===== config.mk =====
export PLATFORM = sky130hd
export DESIGN_NAME = vector_read_sequencer
export DESIGN_NICKNAME = d
export VERILOG_FILES = /design/src/rtl/vector_read_sequencer.sv
export SDC_FILE = /design/constraint.sdc
export NUM_CORES = 1
export LEC_CHECK = 0
export ABC_AREA = 1
export CAP_MARGIN = 20
export CELL_PAD_IN_SITES_DETAIL_PLACEMENT = 2
export CELL_PAD_IN_SITES_GLOBAL_PLACEMENT = 2
export CORE_MARGIN = 5
export CORE_UTILIZATION = 23
export DETAILED_ROUTE_END_ITERATION = 8
export PLACE_DENSITY = 0.85
export SETUP_SLACK_MARGIN = 0.2
export SKIP_CTS_REPAIR_TIMING = 1
export SYNTH_ARGS = -nofsm -noshare
export SYNTH_HDL_FRONTEND = slang
export SYNTH_SLANG_ARGS = --single-unit
export TNS_END_PERCENT = 10

===== constraint.sdc =====
create_clock -name clk_i -period 2.6 [get_ports clk_i]
set_input_delay 0.26 -clock clk_i [delete_from_list [all_inputs] [get_ports clk_i]]
set_output_delay 0.26 -clock clk_i [all_outputs]
set_load 0.01 [all_outputs]

===== src/rtl/vector_read_sequencer.sv =====
// Vector register-group read sequencer: one VRF read beat per cycle across an LMUL group.
// Optional busy scoreboard with RAW/WAW issue stall enabled by VECTOR_SCOREBOARD_EN.
module vector_read_sequencer #(
    parameter int VRF_DEPTH         = 32,
    parameter int VRF_ADDRESS_WIDTH = $clog2(VRF_DEPTH)
) (
    input  logic                         clk_i,
    input  logic                         rstn_i,
    input  logic                         issue_valid_i,
    output logic                         issue_ready_o,
    input  logic [VRF_ADDRESS_WIDTH-1:0] vs1_base_i,
    input  logic [VRF_ADDRESS_WIDTH-1:0] vs2_base_i,
    input  logic [VRF_ADDRESS_WIDTH-1:0] vd_base_i,
    input  logic [2:0]                   vlmul_i,
    input  logic                         uses_vs1_i,
    input  logic                         uses_vs2_i,
    input  logic                         uses_vd_i,
    input  logic                         writes_vd_i,
    output logic                         read_valid_o,
    input  logic                         read_ready_i,
    output logic [VRF_ADDRESS_WIDTH-1:0] vs1_read_address_o,
    output logic [VRF_ADDRESS_WIDTH-1:0] vs2_read_address_o,
    output logic [VRF_ADDRESS_WIDTH-1:0] vd_read_address_o,
    output logic                         first_o,
    output logic                         last_o,
    input  logic                         wb_valid_i,
    input  logic [VRF_ADDRESS_WIDTH-1:0] wb_address_i,
    output logic [VRF_DEPTH-1:0]         busy_o
);

    typedef enum logic {IDLE, SEQ} state_t;

    state_t                         r_state, w_state_next;
    logic [2:0]                     r_count, w_count_next;
    logic [2:0]                     r_group_last, w_group_last;
    logic [VRF_ADDRESS_WIDTH-1:0]   r_vs1_base, r_vs2_base, r_vd_base;
    logic                           w_hazard;
    logic                           w_accept;

    // Group size minus one; fractional and reserved encodings read a single register.
    always_comb begin
        case (vlmul_i)
            3'b001:  w_group_last = 3'd1;
            3'b010:  w_group_last = 3'd3;
            3'b011:  w_group_last = 3'd7;
            default: w_group_last = 3'd0;
        endcase
    end

    assign issue_ready_o = (r_state == IDLE) && !w_hazard;
    assign w_accept      = issue_valid_i && issue_ready_o;

    // NOTE: every always_comb output gets a default first, so no path leaves it unassigned and infers a latch.
    always_comb begin
        w_state_next = r_state;
        w_count_next = r_count;
        case (r_state)
            IDLE: begin
                if (w_accept) begin
                    w_state_next = SEQ;
                    w_count_next = 3'd0;
                end
            end
            SEQ: begin
                if (read_ready_i) begin
                    if (r_count == r_group_last) w_state_next = IDLE;
                    else                         w_count_next = r_count + 3'd1;
                end
            end
            default: w_state_next = IDLE;
        endcase
    end

    // NOTE: sequential state uses non-blocking assignments so every flop samples pre-edge values.
    always_ff @(posedge clk_i or negedge rstn_i) begin
        if (!rstn_i) begin
            r_state      <= IDLE;
            r_count      <= 3'd0;
            r_group_last <= 3'd0;
            r_vs1_base   <= '0;
            r_vs2_base   <= '0;
            r_vd_base    <= '0;
        end else begin
            r_state <= w_state_next;
            r_count <= w_count_next;
            if (w_accept) begin
                r_group_last <= w_group_last;
                r_vs1_base   <= vs1_base_i;
                r_vs2_base   <= vs2_base_i;
                r_vd_base    <= vd_base_i;
            end
        end
    end

    assign read_valid_o       = (r_state == SEQ);
    assign first_o            = (r_state == SEQ) && (r_count == 3'd0);
    assign last_o             = (r_state == SEQ) && (r_count == r_group_last);
    assign vs1_read_address_o = r_vs1_base + VRF_ADDRESS_WIDTH'(r_count);
    assign vs2_read_address_o = r_vs2_base + VRF_ADDRESS_WIDTH'(r_count);
    assign vd_read_address_o  = r_vd_base  + VRF_ADDRESS_WIDTH'(r_count);

`ifdef VECTOR_SCOREBOARD_EN
    logic [VRF_DEPTH-1:0] r_busy;
    logic [VRF_DEPTH-1:0] w_vs1_mask, w_vs2_mask, w_vd_mask;
    logic [VRF_DEPTH-1:0] w_set, w_clr;

    // Registers covered by a group; the address sum wraps modulo the register count.
    function automatic logic [VRF_DEPTH-1:0] group_mask(
        input logic [VRF_ADDRESS_WIDTH-1:0] base,
        input logic [2:0]                   group_last
    );
        group_mask = '0;
        for (int i = 0; i < 8; i++) begin
            if (3'(i) <= group_last) group_mask[base + VRF_ADDRESS_WIDTH'(i)] = 1'b1;
        end
    endfunction

    assign w_vs1_mask = group_mask(vs1_base_i, w_group_last);
    assign w_vs2_mask = group_mask(vs2_base_i, w_group_last);
    assign w_vd_mask  = group_mask(vd_base_i,  w_group_last);

    assign w_hazard = |(r_busy & ((uses_vs1_i ? w_vs1_mask : '0)
                                | (uses_vs2_i ? w_vs2_mask : '0)
                                | ((uses_vd_i || writes_vd_i) ? w_vd_mask : '0)));

    assign w_set = (w_accept && writes_vd_i) ? w_vd_mask : '0;

    always_comb begin
        w_clr = '0;
        if (wb_valid_i) w_clr[wb_address_i] = 1'b1;
    end

    // Set is applied after clear so a new writer claiming a retiring register keeps it busy.
    always_ff @(posedge clk_i or negedge rstn_i) begin
        if (!rstn_i) r_busy <= '0;
        else         r_busy <= (r_busy & ~w_clr) | w_set;
    end

    assign busy_o = r_busy;
`else
    logic w_unused_scoreboard;

    assign w_hazard            = 1'b0;
    assign busy_o              = '0;
    assign w_unused_scoreboard = ^{wb_valid_i, wb_address_i, uses_vs1_i, uses_vs2_i,
                                   uses_vd_i, writes_vd_i};
`endif

endmodule


Word-level counts from Yosys, hierarchy flattened
Index checks and enable logic that the tools add are counted.

Register bits: 22. Input bits: 32. Word-level logic and storage cells: 32.

Add/sub/neg operators: 4. Eq/ne operators: 7. Muxes and demuxes: 9. Bitwise gates (word level): 1. Reductions and logical operators: 5.

Operators with widths (count): $add 5x3->5 (3); $mux 3 (3); $pmux 3 s3 (1); $eq 3x2->1 const B (2); $pmux 3 s2 (1); $ne 2x2->1 const B (2); $add 3x1->3 const B (1); $eq 3x1->1 const B (1); $eq 3x3->1 (1); $logic_and 1x1->1 (3); $logic_not 3->1 (1); $mux 1 (3); $reduce_and 3->1 (1); $ne 2x1->1 const B (1); $pmux 1 s2 (1); $not 1->1 (1).

Longest topological paths before layout
Word-level depth: 4. Gate-level depth with buffers: 8. Gate-level depth less buffers: 8.

Worst setup path after synthesis
Ideal clock, no wire load.

Kind: reg2out. Start: register r_count[1]. End: output port vd_read_address_o[4]. Data arrival time: 1.527 ns. Required time: 2.340 ns. Path slack: 0.813 ns. Cell stages (with the launch flop): 5. Buffers on the path: 0. Path through: dfrtp_1 -> inv_1 -> fa_1 -> o21ai_0 -> xor2_1.

Longest elaborated chain between the ends: 1.

RTL lines: start: declaration (line 34) `logic [2:0] r_count, w_count_next;`; start signal: assignment (line 85) `r_count <= w_count_next;`; $add 5x3->5 (line 100) `assign vd_read_address_o = r_vd_base + VRF_ADDRESS_WIDTH'(r_count);`; end: declaration (line 23) `output logic [VRF_ADDRESS_WIDTH-1:0] vd_read_address_o,`.

No other way between the ends.

Worst setup path after layout
Start: register r_count[0]. End: output port vs2_read_address_o[4].

Longest elaborated chain between the ends: 1.

RTL lines: $add 5x3->5 (line 99) `assign vs2_read_address_o = r_vs2_base + VRF_ADDRESS_WIDTH'(r_count);`; end: declaration (line 22) `output logic [VRF_ADDRESS_WIDTH-1:0] vs2_read_address_o,`.

No other way between the ends.

==> out/qor.txt <==
Setup Total Neg Slack - 0 ns
FF+latch area - 553 um^2
P_leak - 1.10 nW
Crit-path max cell delay - 0.56 ns
Layout cell share with drive strength beyond 1 - 11.0%
CP Launch Type - flop
Cell taking the most area after synthesis - dfrtp_1
Num CTS Buffers - 3
Post-Synthesis Cells - 200
DRT Wirelength - 4600 um
Tmin final - 2.53 ns
Non-filler cells, final - 341
Routed via count - 1312
Worst skew pair latency - 0.26 ns
Num Clock Sinks - 22
Buf+Inv Stages, Crit Path - 1
RSZ-0062 raised after global routing - true
Top-area cell type share of the netlist area - 33.9%
Worst Path Arrival - 2.27 ns
PortBufs - 40
Initial Utilization - 23.8%
GPL Wtd Cong - 0.708
Core Area - 0.00683 mm^2
Die area - 0.00885 mm^2
Die Y - 94.1 um
Critical path fanouts, max - 6
Clock transition at path regs - 0.08 ns
Reg2Reg Depth - 5
FMAX - 395 MHz
Final-stage net count - 292
Critical path endpoint category - primary output
Cells after DPL - 334
Antenna Cells - 0
First-pass GRT wire length - 7230 um
GR Overflow Total - 0
Max-capacitance violation count - 0
First-pass DRT Iterations - 4
Pwr dens - 1260 mW/mm^2
Setup Viol. Count Final - 0
Post-DP HPWL - 3780 um
CP most frequent cell - nand2_1
# fillers - 817
Final Max Slew Viols - 0
R2r setup slk - 1.18 ns
Post-synthesis instance area - 0.00163 mm^2
Syn-to-layout area delta - 28.8%
Largest net degree at the start of global routing - 23
Reg2reg end - r_vd_base[0]
Number of synthesis warnings - 0
Area contributors post-synth - dfrtp_1 34%, buf_4 15%, nand2_1 15%, ha_1 8.5%, inv_1 3.9%
Worst reg2reg path startpoint - read_valid_o
Antenna violations before repair - 0
Finished Cell Area - 0.00209 mm^2
Crit path kind - reg2out
Yosys reg bits - 22
CP Data Required Time - 2.34 ns
Vias in the first global route - 1541
Syn Area/Cell - 8.13 um^2
Hold Vio Cnt, Final - 0
Htree depth - 1
Die W - 94.1 um
GR Util All Layers - 10.4%
Critical-path cell list - ha_1, fa_1, nand2_1, nand2_1, nand2_1, xnor2_1, clkdlybuf4s50_1
Routing usage on met3 - 1.68%
Register area share after synthesis - 33.9%
Core Rows - 30
Crit share post-route - 97.4%
Hold Path Class - in2async
TritonCTS clock tree - done
Status - finished clean
Top Family by Delay on Critical Path - adder cells
IR drop worst, VDD - 274 uV
Initial DRC Count - 23
Wire per inst - 13.5 um
Clock skew - 0.00260 ns
Grt met2 use - 20.6%
Via/cell ratio - 3.85
GR Util met1 - 11.1%
I/O pin count - 83
CTS root buffer - clkbuf_8
Busiest grt layer - met2
Drt drc - 0
Post-DP Area - 0.00201 mm^2
CTS Buffer Depth - 2
Multi-input logic area - 853 um^2
Crit path max-delay cell type - clkdlybuf4s50_1
DRT antenna net count - 0
Netlist cell types - 21
per-layer routing:
layer | part of all wire, % | up-vias | routed length, um
met5 | 0 | - | 0
met4 | 0.87 | 0 | 40
met3 | 4.6 | 2 | 211
met2 | 55 | 30 | 2550
met1 | 39 | 644 | 1790
li1 | - | 636 | -
power breakdown:
part           leakage [nW]  switching, mW  internal, mW
sequential            0.271          0.149         0.503
clock                0.0288          0.116         0.135
combinational         0.796          0.859         0.884
total                  1.10           1.12          1.52
logic make-up (layout without fill, tap and decap cells):
family	count (synthesis)	in the layout	share of synthesized area, %
AND/OR/NAND/NOR	87	87	22.1
adder cells (fa/ha/maj)	14	14	12.2
other	1	32	0.231
XOR/XNOR	10	10	5.39
AO/OA/AOI/OAI	12	12	5.23
buffers and inverters	54	68	21.0
flip-flops	22	22	33.9
worst max path at each step:
stage | depth (start not counted) | to | startpoint
after floorplan | 4 | vd_read_address_o[4] | r_count[1]
after global placement | 6 | vs1_read_address_o[4] | r_count[0]
after detailed placement | 6 | vd_read_address_o[4] | r_count[0]
after CTS | 6 | vd_read_address_o[4] | r_count[0]
after global routing | 7 | vs2_read_address_o[4] | r_count[0]
final | 7 | vs2_read_address_o[4] | r_count[0]
cell usage in the layout, fill, tap and decap left out, types with 3 or more instances in the layout:
master / instances
buf_4: 5
nand3_1: 8
clkdlybuf4s50_1: 39
ha_1: 11
nor2_1: 6
clkbuf_8: 4
nand2_2: 4
xnor2_1: 4
inv_1: 17
conb_1: 32
o21ai_2: 6
xor2_1: 6
fa_1: 3
nand2_1: 66
dfrtp_1: 20
Yosys cell counts:
master,count
ha_1,11
nor2_2,2
nand2_4,1
o21bai_1,1
buf_4,33
dfrtp_1,22
fa_1,3
buf_6,2
nand2_1,66
nand2_2,4
nand3_1,8
conb_1,1
o21ai_0,3
xnor2_1,4
o21ai_2,5
a21oi_2,1
inv_2,2
nor2_1,6
xor2_1,6
a21oi_1,2
inv_1,17
registers in the layout (all words and copies together) (netlist names):
register and count:
read_valid_o 1, r_vs1_base 5, r_vs2_base 5, r_count 3, r_vd_base 5, r_group_last 3
final cells by class:
type | count | area share (%)
timing repair buffer | 45 | 21.0
sequential | 22 | 26.4
tap | 96 | 5.74
clock buffer | 4 | 2.63
multi-input combinational | 155 | 40.8
inverter | 19 | 3.41
metrics by stage:
stage,setup slack [ns],utilization [%],hold WS [ns],total power [mW]
6_report,0.0683,30.6,0.358,2.65
5_1_grt,-0.00416,30.6,0.398,2.89
4_1_cts,-0.210,30.2,0.371,2.67
3_5_place_dp,0.0764,29.4,0.477,2.40
3_3_place_gp,0.191,29.4,0.470,2.31
2_1_floorplan,0.813,-,-0.0356,1.58
Power figures use the tool's default switching activity.
